File: src/rtl/squash_input_conditioner_if.sv
// rtl/squash_input_conditioner_if.sv - button/control bundle between board buttons and the squash conditioner
//
// Purpose: carries the four raw player buttons and the four conditioned
// controls that feed the solo_squash game core.
//
// Signals (all active low):
//   btn_pause_n, btn_new_game_n, btn_down_n, btn_up_n : raw, asynchronous buttons
//   pause_n, new_game_n, down_key_n, up_key_n          : conditioned, clk-synchronous controls
//
// Modports:
//   master : board/stimulus side, drives the raw buttons, observes the controls
//   slave  : conditioner side, receives the raw buttons, drives the controls
interface squash_input_conditioner_if;
  logic btn_pause_n;
  logic btn_new_game_n;
  logic btn_down_n;
  logic btn_up_n;
  logic pause_n;
  logic new_game_n;
  logic down_key_n;
  logic up_key_n;

  modport master (
    output btn_pause_n,
    output btn_new_game_n,
    output btn_down_n,
    output btn_up_n,
    input  pause_n,
    input  new_game_n,
    input  down_key_n,
    input  up_key_n
  );

  modport slave (
    input  btn_pause_n,
    input  btn_new_game_n,
    input  btn_down_n,
    input  btn_up_n,
    output pause_n,
    output new_game_n,
    output down_key_n,
    output up_key_n
  );
endinterface

File: src/rtl/squash_input_conditioner.sv
// rtl/squash_input_conditioner.sv - synchronise, debounce and arbitrate the solo_squash player buttons
//
// Purpose: turns four bouncy asynchronous active-low buttons into clean
// synchronous active-low controls for the game core. Every button goes
// through a SYNC_STAGES-deep synchroniser and a tick-based debouncer that
// needs DEBOUNCE_TICKS consecutive differing ticks to accept a new level.
// Pressing up and down together produces no motion.
//
// Optional feature macro: SQUASH_PAUSE_TOGGLE_EN
//   defined   : a debounced pause press toggles a paused register, a debounced
//               new-game press clears it (clear wins), pause_n = ~paused.
//   undefined : pause_n follows the debounced pause button (hold to pause).
//
// Ports:
//   clk   : 25 MHz pixel clock shared with the game core
//   reset : asynchronous, active-high reset
//   io    : squash_input_conditioner_if.slave (raw buttons in, controls out)
module squash_input_conditioner #(
  parameter int SYNC_STAGES    = 2,
  parameter int TICK_DIV       = 25000,
  parameter int DEBOUNCE_TICKS = 10
) (
  input  logic                          clk,
  input  logic                          reset,
  squash_input_conditioner_if.slave     io
);

  localparam int PW = $clog2(TICK_DIV);
  localparam int CW = $clog2(DEBOUNCE_TICKS);

  localparam logic [PW-1:0] TICK_LAST = PW'(TICK_DIV - 1);
  localparam logic [CW-1:0] CNT_LAST  = CW'(DEBOUNCE_TICKS - 1);

  localparam int BTN_PAUSE = 0;
  localparam int BTN_NEW   = 1;
  localparam int BTN_DOWN  = 2;
  localparam int BTN_UP    = 3;

  logic [3:0] raw;
  logic [3:0] sample;
  logic [3:0] stable;
  logic [3:0] accept;

  assign raw = {io.btn_up_n, io.btn_down_n, io.btn_new_game_n, io.btn_pause_n};

  // Shared sample-tick prescaler: one tick every TICK_DIV clocks.
  logic [PW-1:0] presc;
  logic          tick;

  assign tick = (presc == TICK_LAST);

  always_ff @(posedge clk or posedge reset) begin
    if (reset) begin
      presc <= '0;
    end else if (tick) begin
      presc <= '0;
    end else begin
      presc <= presc + 1'b1;
    end
  end

  for (genvar i = 0; i < 4; i++) begin : g_btn
    logic [SYNC_STAGES-1:0] sync_q;
    logic                   s_q;
    logic [CW-1:0]          c_q;

    // Reset to 1 so a released button never looks pressed after reset.
    always_ff @(posedge clk or posedge reset) begin
      if (reset) begin
        sync_q <= '1;
      end else begin
        sync_q <= {sync_q[SYNC_STAGES-2:0], raw[i]};
      end
    end

    assign sample[i] = sync_q[SYNC_STAGES-1];

    // c_q counts ticks seen since the sample last agreed with the stable
    // state; the tick that would take it past CNT_LAST accepts the change.
    assign accept[i] = (sample[i] != s_q) && tick && (c_q == CNT_LAST);

    always_ff @(posedge clk or posedge reset) begin
      if (reset) begin
        s_q <= 1'b1;
        c_q <= '0;
      end else if (sample[i] == s_q) begin
        c_q <= '0;
      end else if (accept[i]) begin
        s_q <= sample[i];
        c_q <= '0;
      end else if (tick) begin
        c_q <= c_q + 1'b1;
      end
    end

    assign stable[i] = s_q;
  end

  logic both_pressed;
  assign both_pressed = ~stable[BTN_UP] & ~stable[BTN_DOWN];

`ifdef SQUASH_PAUSE_TOGGLE_EN
  // An accept with a low sample is exactly the cycle the stable state
  // falls 1->0, i.e. a debounced press.
  logic paused_q;
  logic pause_press;
  logic new_press;

  assign pause_press = accept[BTN_PAUSE] & ~sample[BTN_PAUSE];
  assign new_press   = accept[BTN_NEW]   & ~sample[BTN_NEW];

  always_ff @(posedge clk or posedge reset) begin
    if (reset) begin
      paused_q <= 1'b0;
    end else if (new_press) begin
      paused_q <= 1'b0;
    end else if (pause_press) begin
      paused_q <= ~paused_q;
    end
  end
`endif

  logic pause_q;
  logic new_q;
  logic down_q;
  logic up_q;

  always_ff @(posedge clk or posedge reset) begin
    if (reset) begin
      pause_q <= 1'b1;
      new_q   <= 1'b1;
      down_q  <= 1'b1;
      up_q    <= 1'b1;
    end else begin
`ifdef SQUASH_PAUSE_TOGGLE_EN
      pause_q <= ~paused_q;
`else
      pause_q <= stable[BTN_PAUSE];
`endif
      new_q   <= stable[BTN_NEW];
      // Both directions held cancel out; releasing one lets the other
      // through on the next cycle.
      down_q  <= both_pressed | stable[BTN_DOWN];
      up_q    <= both_pressed | stable[BTN_UP];
    end
  end

  assign io.pause_n    = pause_q;
  assign io.new_game_n = new_q;
  assign io.down_key_n = down_q;
  assign io.up_key_n   = up_q;

endmodule

File: src/flat_wrapper.sv
// flat-port wrapper written by rule: the top's interface ports become plain ports
module squash_input_conditioner_flat 
#(
  parameter int SYNC_STAGES    = 2,
  parameter int TICK_DIV       = 25000,
  parameter int DEBOUNCE_TICKS = 10
)
  (clk, reset, io_btn_pause_n, io_btn_new_game_n, io_btn_down_n, io_btn_up_n, io_pause_n, io_new_game_n, io_down_key_n, io_up_key_n);
  squash_input_conditioner_if io_i ();
  input  logic clk;
  input  logic reset;
  input wire logic [$bits(io_i.btn_pause_n)-1:0] io_btn_pause_n;
  input wire logic [$bits(io_i.btn_new_game_n)-1:0] io_btn_new_game_n;
  input wire logic [$bits(io_i.btn_down_n)-1:0] io_btn_down_n;
  input wire logic [$bits(io_i.btn_up_n)-1:0] io_btn_up_n;
  output wire logic [$bits(io_i.pause_n)-1:0] io_pause_n;
  output wire logic [$bits(io_i.new_game_n)-1:0] io_new_game_n;
  output wire logic [$bits(io_i.down_key_n)-1:0] io_down_key_n;
  output wire logic [$bits(io_i.up_key_n)-1:0] io_up_key_n;
  assign io_i.btn_pause_n = io_btn_pause_n;
  assign io_i.btn_new_game_n = io_btn_new_game_n;
  assign io_i.btn_down_n = io_btn_down_n;
  assign io_i.btn_up_n = io_btn_up_n;
  assign io_pause_n = io_i.pause_n;
  assign io_new_game_n = io_i.new_game_n;
  assign io_down_key_n = io_i.down_key_n;
  assign io_up_key_n = io_i.up_key_n;
  squash_input_conditioner #(.SYNC_STAGES(SYNC_STAGES), .TICK_DIV(TICK_DIV), .DEBOUNCE_TICKS(DEBOUNCE_TICKS)) u_core (.clk(clk), .reset(reset), .io(io_i));
endmodule
File: config.mk
export PLATFORM = sky130hd
export DESIGN_NAME = squash_input_conditioner_flat
export DESIGN_NICKNAME = d
export VERILOG_FILES = /design/src/rtl/squash_input_conditioner_if.sv /design/src/rtl/squash_input_conditioner.sv /design/src/flat_wrapper.sv
export SDC_FILE = /design/constraint.sdc
export NUM_CORES = 1
export LEC_CHECK = 0
export ABC_AREA = 0
export CAP_MARGIN = 20
export CORE_MARGIN = 2
export CORE_UTILIZATION = 45
export DETAILED_ROUTE_END_ITERATION = 8
export GPL_TIMING_DRIVEN = 1
export PLACE_DENSITY = 0.7
export SYNTH_ARGS = -nofsm -noshare
export SYNTH_HDL_FRONTEND = slang
export SYNTH_SLANG_ARGS = --single-unit
File: constraint.sdc
create_clock -name clk -period 2.8 [get_ports clk]
set_clock_uncertainty 0.1 [all_clocks]
set_input_delay 0.28 -clock clk [delete_from_list [all_inputs] [get_ports clk]]
set_output_delay 0.28 -clock clk [all_outputs]
set_load 0.01 [all_outputs]
==> flow_summary.json, run 1 <==
{
  "grt-ovfl-total": 0,
  "vias": 1441,
  "cp.required_ns": 2.93,
  "syn_nets": 204,
  "drtIter0Drc": 90,
  "synth.avg_cell_area_um2": 11.25,
  "cts_root_buffer": "clkbuf_8",
  "fin_nets": 218,
  "clock.fmax_ghz": 0.4137,
  "async_reset_ff_frac": 1.000,
  "hp-class": "reg -> reg",
  "worstRegToRegCells": 4,
  "worstMarginPinSlew_ns": 0.8280,
  "clk_latency_ns": 0.30,
  "htreeDepth": 2,
  "dp.cells": 250,
  "cp_slowest_stage_delay_ns": 0.66,
  "hpwl_mm": 2.475,
  "finalSetupViolCount": 0,
  "hold_viol": 0,
  "post-route-period-util": 0.8633,
  "syn_to_final_growth_pct": 12.88,
  "status": "completed",
  "routabilityCongestion": 0.7835,
  "maxSlewViolCount": 0,
  "wl_mm": 3.644,
  "min_period_ns": 2.417,
  "cts_buffer_depth": 2,
  "critPathKind": "reg -> reg",
  "grt_max_degree": 42,
  "synthCells": 189,
  "setup_tns_ns": 0,
  "timing.rr.end": "u_core.g_btn[2].c_q[0]",
  "core_area_um2": 4629,
  "cp_cell_sequence": "or4b_1 -> or4_4 -> or3_1 -> a21oi_1",
  "antenna_found_initial": 0,
  "hold_start": "u_core.g_btn[0].sync_q[0]",
  "max-cap-violations": 0,
  "relSlewSlack": 0.4472,
  "stdcell_count": 258,
  "fin_area_um2": 2401,
  "grt_usage": 0.1631,
  "vias_per_cell": 5.585,
  "peakVddDrop_v": 0.0002446,
  "synth-edff-count": 0,
  "placed_cell_area_um2": 2288,
  "synth_area_um2": 2127,
  "p_leak_uw": 0.0009859,
  "power.total_uw": 1221,
  "ys_top_cells_by_area": "dfrtp_1 (36%), dfstp_2 (20%), ha_1 (5.3%)",
  "numCtsBuffers": 5,
  "r2r-start": "u_core.presc[3]",
  "critPathCaptureType": "flop",
  "post_cts_buffers": 0,
  "powerDensity_nw_per_um2": 508.6,
  "ys_seq_elements": 47,
  "die_width_um": 72.75,
  "rows": 25,
  "ctsResizeCount": 0,
  "path_clk_slew_ns": 0.09,
  "synthFlopType": "dfrtp_1",
  "die_h_um": 72.75,
  "wl_per_cell_um": 14.12,
  "worstSetupStartpointType": "flop",
  "cts_hold_buf": 0,
  "worstHoldPathCells": 0,
  "synth_top_area_cell": "dfrtp_1",
  "die_area_um2": 5293,
  "critPathMaxFanout": 21,
  "antenna_cells": 0,
  "synth_warnings": 0,
  "cts_sinks": 47,
  "route.detailed.drc": 0,
  "drt_pass1_iterations": 4,
  "seq_area_frac_synth": 0.5624,
  "synth_top_area_frac": 0.3647,
  "whs_endpoint": "u_core.g_btn[0].sync_q[1]",
  "synth_cell_types": 31,
  "grt_pass1_wl_mm": 6.713,
  "grt_pass1_vias": 1450,
  "cts_tree": "done",
  "io_pins": 10,
  "critPathArrivalTime_ns": 2.55,
  "worst-r2r-setup-slack_ns": 0.38,
  "drive_gt1_frac": 0.1912,
  "ant_nets": 0,
  "port_buffers": 9,
  "num-fill-cells": 411,
  "slowest_stage": "or4_4",
  "start_util": 0.4595,
  "rsz0062_at_grt": "false"
}
-- synthesized netlist by cell type, drive strengths merged (2+ instances only) --
| cell | number |
|---|---|
| dfrtp | 31 |
| nand2 | 20 |
| dfstp | 16 |
| a21oi | 15 |
| nor2 | 11 |
| inv | 10 |
| or3 | 10 |
| ha | 9 |
| xnor2 | 9 |
| o21ai | 6 |
| nand4b | 5 |
| xor2 | 5 |
| a311oi | 4 |
| a31o | 4 |
| a41oi | 4 |
| mux2 | 4 |
| nand4 | 4 |
| clkbuf | 3 |
| nand3 | 3 |
| and2 | 2 |
| and4 | 2 |
| buf | 2 |
| nand2b | 2 |
| or4 | 2 |
| or4b | 2 |
-- critical path: cells and delay by family (launching register included) --
family / cells / cell delay, ns
AND/OR/NAND/NOR: 3 / 1.65
flip-flops: 1 / 0.44
AO/OA/AOI/OAI: 1 / 0.16
-- metrics by stage --
step,hold slack (ns),setup WS [ns],util
CTS,0.2628,0.3771,0.5186
detailed placement,0.2495,0.3676,0.4943
global route,0.2596,0.2765,0.5186
floorplan,0.1845,0.5287,-
global placement,0.2455,0.4402,0.4943
finish,0.2608,0.3827,0.5186
-- report_power, final --
| group | internal [µW] | switching, µW |
|---|---|---|
| logic | 9.06 | 17.6 |
| registers | 689 | 2.95 |
| clock network | 266 | 236 |
-- state kept, by name, summed over array words and instances, names as in the netlist --
signal,count
u_core.presc,15
u_core.g_btn.c_q,16
u_core.io.down_key_n,1
u_core.io.up_key_n,1
u_core.g_btn.s_q,4
u_core.io.new_game_n,1
u_core.g_btn.sync_q,8
u_core.io.pause_n,1
-- cells by family (layout without fill, tap and decap cells) --
| family | Yosys count | after routing | share of synthesized area |
|---|---|---|---|
| xor+xnor | 14 | 14 | 0.05765 |
| mux | 4 | 4 | 0.02117 |
| fa+ha+maj | 9 | 9 | 0.05294 |
| buf+inv | 15 | 30 | 0.03059 |
| simple gates | 66 | 66 | 0.1729 |
| compound gates | 34 | 34 | 0.1023 |
| flops | 47 | 47 | 0.5623 |
-- worst max path at each step --
stage                     start                endpoint  slack, ns
4_1_cts         u_core.presc[3]  u_core.g_btn[2].c_q[0]       0.38
3_3_place_gp    u_core.presc[3]  u_core.g_btn[3].c_q[1]       0.44
2_1_floorplan   u_core.presc[3]  u_core.g_btn[0].c_q[1]       0.53
6_report        u_core.presc[3]  u_core.g_btn[2].c_q[0]       0.38
3_5_place_dp   u_core.presc[11]  u_core.g_btn[2].c_q[0]       0.37
5_1_grt         u_core.presc[3]  u_core.g_btn[2].c_q[1]       0.28
-- layout make-up --
type                            instances  area, µm²  area share
Multi-Input combinational cell        127      874.6      0.3643
Timing Repair Buffer                   12      112.6     0.04690
Clock buffer                            5      68.82     0.02866
Sequential cell                        47       1196      0.4982
Tap cell                               54      67.56     0.02814
Inverter                               10      37.54     0.01563
Clock inverter                          3      43.79     0.01824
-- cells in the final DEF, fill, tap and decap left out, drive strengths merged --
| cell type | netlist | routed |
|---|---|---|
| xor2 | 5 | 5 |
| mux2 | 4 | 4 |
| clkdlybuf4s50 | 0 | 9 |
| nand4b | 5 | 5 |
| nor4 | 1 | 1 |
| nand2b | 2 | 2 |
| o31ai | 1 | 1 |
| dfstp | 16 | 16 |
| dfrtp | 31 | 31 |
| inv | 10 | 10 |
| nor3 | 1 | 1 |
| o21ai | 6 | 6 |
| clkinv | 0 | 2 |
| a31o | 4 | 4 |
| buf | 2 | 3 |
| nor2 | 11 | 11 |
| ha | 9 | 9 |
| a311oi | 4 | 4 |
| nand2 | 20 | 20 |
| a21oi | 15 | 15 |
| or4b | 2 | 2 |
| or4 | 2 | 2 |
| and4 | 2 | 2 |
| xnor2 | 9 | 9 |
| nand3 | 3 | 3 |
| and2 | 2 | 2 |
| or2 | 1 | 1 |
| a41oi | 4 | 4 |
| bufinv | 0 | 1 |
| clkbuf | 3 | 5 |
| or3 | 10 | 10 |
| nand4 | 4 | 4 |
-- layer usage --
layer / track usage / wire length [µm]
met4: 0.05350 / 53
met3: 0.03729 / 93
met2: 0.2667 / 1831
met5: 0 / 0
met1: 0.2158 / 1666
Power figures use the tool's default switching activity.
==> run 2, diff against run 1 <==
--- a/config.mk
+++ b/config.mk
@@ -12,6 +12,7 @@
 export DETAILED_ROUTE_END_ITERATION = 8
 export GPL_TIMING_DRIVEN = 1
 export PLACE_DENSITY = 0.7
+export REMOVE_ABC_BUFFERS = 1
 export SYNTH_ARGS = -nofsm -noshare
 export SYNTH_HDL_FRONTEND = slang
 export SYNTH_SLANG_ARGS = --single-unit
==> run 2 against run 1 <==
Core utilization fell by 0.27 points. Non-clock buffer count did not move. Critical path depth did not move. Register-to-register slack barely moved. Die area did not move. Largest cell class unchanged.
==> flow_summary.json, run 2 (synthesis gave the netlist of run 1 again) <==
{
  "max-cap-violations": 0,
  "ant_nets": 0,
  "wl_per_cell_um": 13.79,
  "antenna_cells": 0,
  "post-route-period-util": 0.8682,
  "routabilityCongestion": 0.8413,
  "grt_pass1_wl_mm": 6.458,
  "fin_nets": 218,
  "setup_tns_ns": 0,
  "worstSetupStartpointType": "flop",
  "grt_pass1_vias": 1400,
  "cts_hold_buf": 0,
  "finalSetupViolCount": 0,
  "rows": 25,
  "critPathCaptureType": "flop",
  "timing.rr.end": "u_core.g_btn[3].c_q[1]",
  "critPathArrivalTime_ns": 2.55,
  "die_area_um2": 5293,
  "worstHoldPathCells": 0,
  "status": "completed",
  "worst-r2r-setup-slack_ns": 0.37,
  "wl_mm": 3.558,
  "final_common_cell": "dfrtp_1",
  "highest_layer": "met4",
  "numCtsBuffers": 5,
  "cts_root_buffer": "clkbuf_8",
  "largest_register_ffs": 16,
  "cts_sinks": 47,
  "clk_latency_ns": 0.29,
  "drive_gt1_frac": 0.1863,
  "core_area_um2": 4629,
  "clock.fmax_ghz": 0.4114,
  "power.total_uw": 1154,
  "syn_to_final_growth_pct": 12.29,
  "drt_pass1_iterations": 4,
  "htreeDepth": 2,
  "startpoint": "u_core.presc[3]",
  "wl_met1_mm": 1.693,
  "critPathCapture": "u_core.g_btn[3].c_q[1]",
  "critPathKind": "reg -> reg",
  "hold_viol": 0,
  "top_regs": "u_core.g_btn.c_q: 16 flops, u_core.presc: 15 flops, u_core.g_btn.sync_q: 8 flops",
  "dr_wl_met3_um": 144,
  "route.detailed.drc": 0,
  "cp.required_ns": 2.92,
  "post_cts_buffers": 0,
  "grt-ovfl-total": 0,
  "vias": 1426,
  "min_period_ns": 2.431,
  "die_h_um": 72.75,
  "start_util": 0.4595,
  "ctsResizeCount": 0,
  "dr_wl_met2_mm": 1.699,
  "vias_per_cell": 5.527,
  "p_leak_uw": 0.0009793,
  "relSlewSlack": 0.6195,
  "grt_usage": 0.1570,
  "antenna_found_initial": 0,
  "final_cell_mix": "dfrtp_1 (31), nand2_1 (20), dfstp_2 (16)",
  "rsz0062_at_grt": "false",
  "cts_tree": "done",
  "cts_buffer_depth": 2,
  "regMostFlops": "u_core.g_btn.c_q",
  "die_width_um": 72.75,
  "grt_max_degree": 48,
  "hpwl_mm": 2.369,
  "path_clk_slew_ns": 0.08,
  "powerDensity_nw_per_um2": 483.3,
  "worstRegToRegCells": 4,
  "maxSlewViolCount": 0,
  "r2r-start": "u_core.presc[3]",
  "hp-class": "reg -> reg",
  "port_buffers": 9,
  "io_pins": 10,
  "peakVddDrop_v": 0.0003735,
  "critPathMaxFanout": 21,
  "worstMarginPinSlew_ns": 0.5708,
  "drtIter0Drc": 95
}
==> run 2: metrics by stage <==
stage	instances	setup slack, ns	area (µm²)	hold WS (ns)	utilization
after global placement	250	0.4431	2288	0.2454	0.4943
after detailed placement	250	0.3907	2288	0.2468	0.4943
after global routing	258	0.2566	2389	0.2615	0.5159
after floorplan	184	0.09370	2100	0.1845	-
after CTS	258	0.3757	2389	0.2533	0.5159
final	258	0.3692	2389	0.2494	0.5159
==> run 2: worst min-delay path by stage <==
stage                               from                        end
6_report       u_core.g_btn[2].sync_q[0]  u_core.g_btn[2].sync_q[1]
4_1_cts        u_core.g_btn[2].sync_q[0]  u_core.g_btn[2].sync_q[1]
3_3_place_gp   u_core.g_btn[1].sync_q[0]  u_core.g_btn[1].sync_q[1]
5_1_grt        u_core.g_btn[1].sync_q[0]  u_core.g_btn[1].sync_q[1]
2_1_floorplan             io_btn_pause_n  u_core.g_btn[0].sync_q[0]
3_5_place_dp   u_core.g_btn[1].sync_q[0]  u_core.g_btn[1].sync_q[1]
==> run 2: area by class of cell <==
cell class                      count  area, µm²
Sequential cell                    47       1196
Tap cell                           54      67.56
Clock buffer                        8      100.1
Timing Repair Buffer               12      112.6
Inverter                           10      37.54
Fill cell                         409       2241
Multi-Input combinational cell    127      874.6
==> run 2: critical path, cell delays in order (launching register included) <==
cell and delay, ns:
dfrtp_1 0.44, or4b_1 0.61, or4_4 0.67, or3_1 0.38, a21oi_1 0.15
==> run 2: metal layers <==
metal / GRT usage / vias up
li1: - / 699
met1: 0.2128 / 694
met2: 0.2404 / 31
met4: 0.06379 / 0
met5: 0 / -
met3: 0.04144 / 2
==> run 2: report_power, final <==
| group | internal [µW] | total, µW | switching, µW | leakage, µW |
|---|---|---|---|---|
| clock network | 225 | 436 | 211 | 0.0000515 |
| logic | 9.07 | 26.1 | 17.0 | 0.000342 |
| registers | 689 | 692 | 2.76 | 0.000586 |
==> run 3, diff against run 2 <==
--- a/config.mk
+++ b/config.mk
@@ -8,10 +8,10 @@
 export ABC_AREA = 0
 export CAP_MARGIN = 20
 export CORE_MARGIN = 2
-export CORE_UTILIZATION = 45
+export CORE_UTILIZATION = 43
 export DETAILED_ROUTE_END_ITERATION = 8
 export GPL_TIMING_DRIVEN = 1
-export PLACE_DENSITY = 0.7
+export PLACE_DENSITY = 0.68
 export REMOVE_ABC_BUFFERS = 1
 export SYNTH_ARGS = -nofsm -noshare
 export SYNTH_HDL_FRONTEND = slang
==> run 3 against run 2 <==
First-iteration DRC count increased by 8.4%. Clock power up 18%. Combinational power is 5% higher. Die area up 4.4%. Worst hold slack better by 0.0047 ns. Maximum frequency increased by 0.12%. Total power increased by 7.0%. Routed wire length up 0.25%. Global-route usage shrank 0.39 points. Largest power group unchanged. Non-clock buffer count is 1 higher. Critical path type unchanged. Register-to-register slack about the same.
==> flow_summary.json, run 3 (synthesis gave the netlist of run 1 again) <==
{
  "critPathCaptureType": "flop",
  "hpwl_mm": 2.404,
  "intPower_uw": 988.3,
  "crit_buf_inv": 0,
  "drtIter0Drc": 103,
  "core_area_um2": 4755,
  "die_width_um": 74.33,
  "vias_per_cell": 5.301,
  "die_area_um2": 5525,
  "finalSetupViolCount": 0,
  "clock.fmax_ghz": 0.4119,
  "cp_slowest_stage_delay_ns": 0.67,
  "peakVddDrop_v": 0.0003624,
  "ctsResizeCount": 0,
  "largest_register_ffs": 16,
  "numCtsBuffers": 5,
  "die_h_um": 74.33,
  "io_pins": 10,
  "hold_viol": 0,
  "highest_layer": "met4",
  "wl_mm": 3.567,
  "final_cell_mix": "dfrtp_1 (31), nand2_1 (20), dfstp_2 (16)",
  "powerDensity_nw_per_um2": 508.4,
  "antenna_cells": 0,
  "cp_top_family": "simple AND/OR/NAND/NOR gates",
  "stdcell_count": 272,
  "worst-r2r-setup-slack_ns": 0.37,
  "cts_root_buffer": "clkbuf_8",
  "syn_to_final_growth_pct": 14.24,
  "grt_usage": 0.1531,
  "pwr-share-clk": 0.418,
  "top_regs": "u_core.g_btn.c_q: 16 flops, u_core.presc: 15 flops, u_core.g_btn.sync_q: 8 flops",
  "drt_pass1_iterations": 4,
  "cp_cell_sequence": "or4b_1 -> or4_4 -> or3_1 -> a21oi_1",
  "whs_endpoint": "u_core.g_btn[1].sync_q[1]",
  "setup_tns_ns": 0,
  "dr_wl_met3_um": 102,
  "grt-ovfl-total": 0,
  "post-route-period-util": 0.8671,
  "maxSlewViolCount": 0,
  "ant_nets": 0,
  "port_buffers": 9,
  "rows": 25,
  "cts_hold_buf": 0,
  "clk_latency_ns": 0.30,
  "critPathMaxFanout": 21,
  "vias": 1442,
  "cp.required_ns": 2.93,
  "postLayoutSetupSlackWorst_ns": 0.3722,
  "critPathKind": "reg -> reg",
  "hp-class": "reg -> reg",
  "power.switching_uw": 247.1,
  "antenna_found_initial": 0,
  "worstSetupStartpointType": "flop",
  "dr_wl_met2_mm": 1.684,
  "grt_pass1_vias": 1320,
  "whs_ns": 0.2541,
  "start_util": 0.4474,
  "startpoint": "u_core.presc[3]",
  "r2r-start": "u_core.presc[3]",
  "cts_buffer_depth": 2,
  "grt_pass1_wl_mm": 6.375,
  "fin_nets": 219,
  "hold_start": "u_core.g_btn[1].sync_q[0]",
  "cts_sinks": 47,
  "slowest_stage": "or4_4",
  "final_common_cell": "dfrtp_1",
  "route.detailed.drc": 0,
  "placed_cell_area_um2": 2312,
  "worstHoldPathCells": 0,
  "wl_per_cell_um": 13.11,
  "path_clk_slew_ns": 0.09,
  "drive_gt1_frac": 0.1951,
  "pwr-share-seq": 0.560,
  "timing.rr.end": "u_core.g_btn[3].c_q[1]",
  "critPathArrivalTime_ns": 2.55,
  "swShare": 0.2000,
  "p_leak_uw": 0.0009938,
  "rsz0062_at_grt": "false",
  "dp_slack_ns": 0.3748,
  "worstRegToRegCells": 4,
  "fin_area_um2": 2430,
  "relSlewSlack": 0.4414,
  "post_cts_buffers": 0,
  "grt_max_degree": 42,
  "worstMarginPinSlew_ns": 0.8367,
  "status": "completed",
  "p_comb_frac": 0.022,
  "wl_met1_mm": 1.722,
  "min_period_ns": 2.428,
  "regMostFlops": "u_core.g_btn.c_q",
  "routabilityCongestion": 0.7507,
  "dp.cells": 264,
  "htreeDepth": 2,
  "cts_tree": "done",
  "max-cap-violations": 0
}
==> run 3: cell types whose count changed in the layout (fill, tap and decap cells not counted), sizes merged <==
cell    before  now
buf          3    4
bufinv       0    1
clkbuf       8    6
clkinv       0    1
==> run 3: area by class of cell <==
class                           instances  area [µm²]
Sequential cell                        47        1196
Inverter                               10       37.54
Clock inverter                          2       35.03
Fill cell                             444        2325
Clock buffer                            6       82.58
Multi-Input combinational cell        127       874.6
Timing Repair Buffer                   13       120.1
Tap cell                               67       83.83
==> run 3: power groups by stage <==
stage | sequential, µW | clock (µW) | combinational (µW)
finish | 692 | 516 | 27.4
global route | 693 | 557 | 31.4
CTS | 692 | 533 | 28.7
detailed placement | 705 | 0 | 28.7
global placement | 704 | 0 | 28.5
floorplan | 704 | 0 | 14.0
==> run 3: metal layers <==
metal | vias up | GRT usage
li1 | 697 | -
met1 | 724 | 0.2115
met2 | 16 | 0.2321
met3 | 5 | 0.04065
met4 | 0 | 0.05952
met5 | - | 0
==> run 3: worst max-delay path by stage <==
stage / to / cells past startpoint / slack [ns]
after floorplan: u_core.g_btn[0].c_q[3] / 4 / 0.09
after global placement: u_core.g_btn[1].c_q[0] / 4 / 0.43
after detailed placement: u_core.g_btn[1].c_q[1] / 4 / 0.37
after CTS: u_core.g_btn[1].c_q[1] / 4 / 0.36
after global routing: u_core.g_btn[3].c_q[0] / 4 / 0.26
final: u_core.g_btn[3].c_q[1] / 4 / 0.37
==> run 3: per-stage QoR <==
| step | utilization | power (µW) |
|---|---|---|
| 2_1_floorplan | - | 718.0 |
| 3_3_place_gp | 0.4863 | 732.9 |
| 3_5_place_dp | 0.4863 | 733.6 |
| 4_1_cts | 0.5111 | 1254 |
| 5_1_grt | 0.5111 | 1281 |
| 6_report | 0.5111 | 1235 |
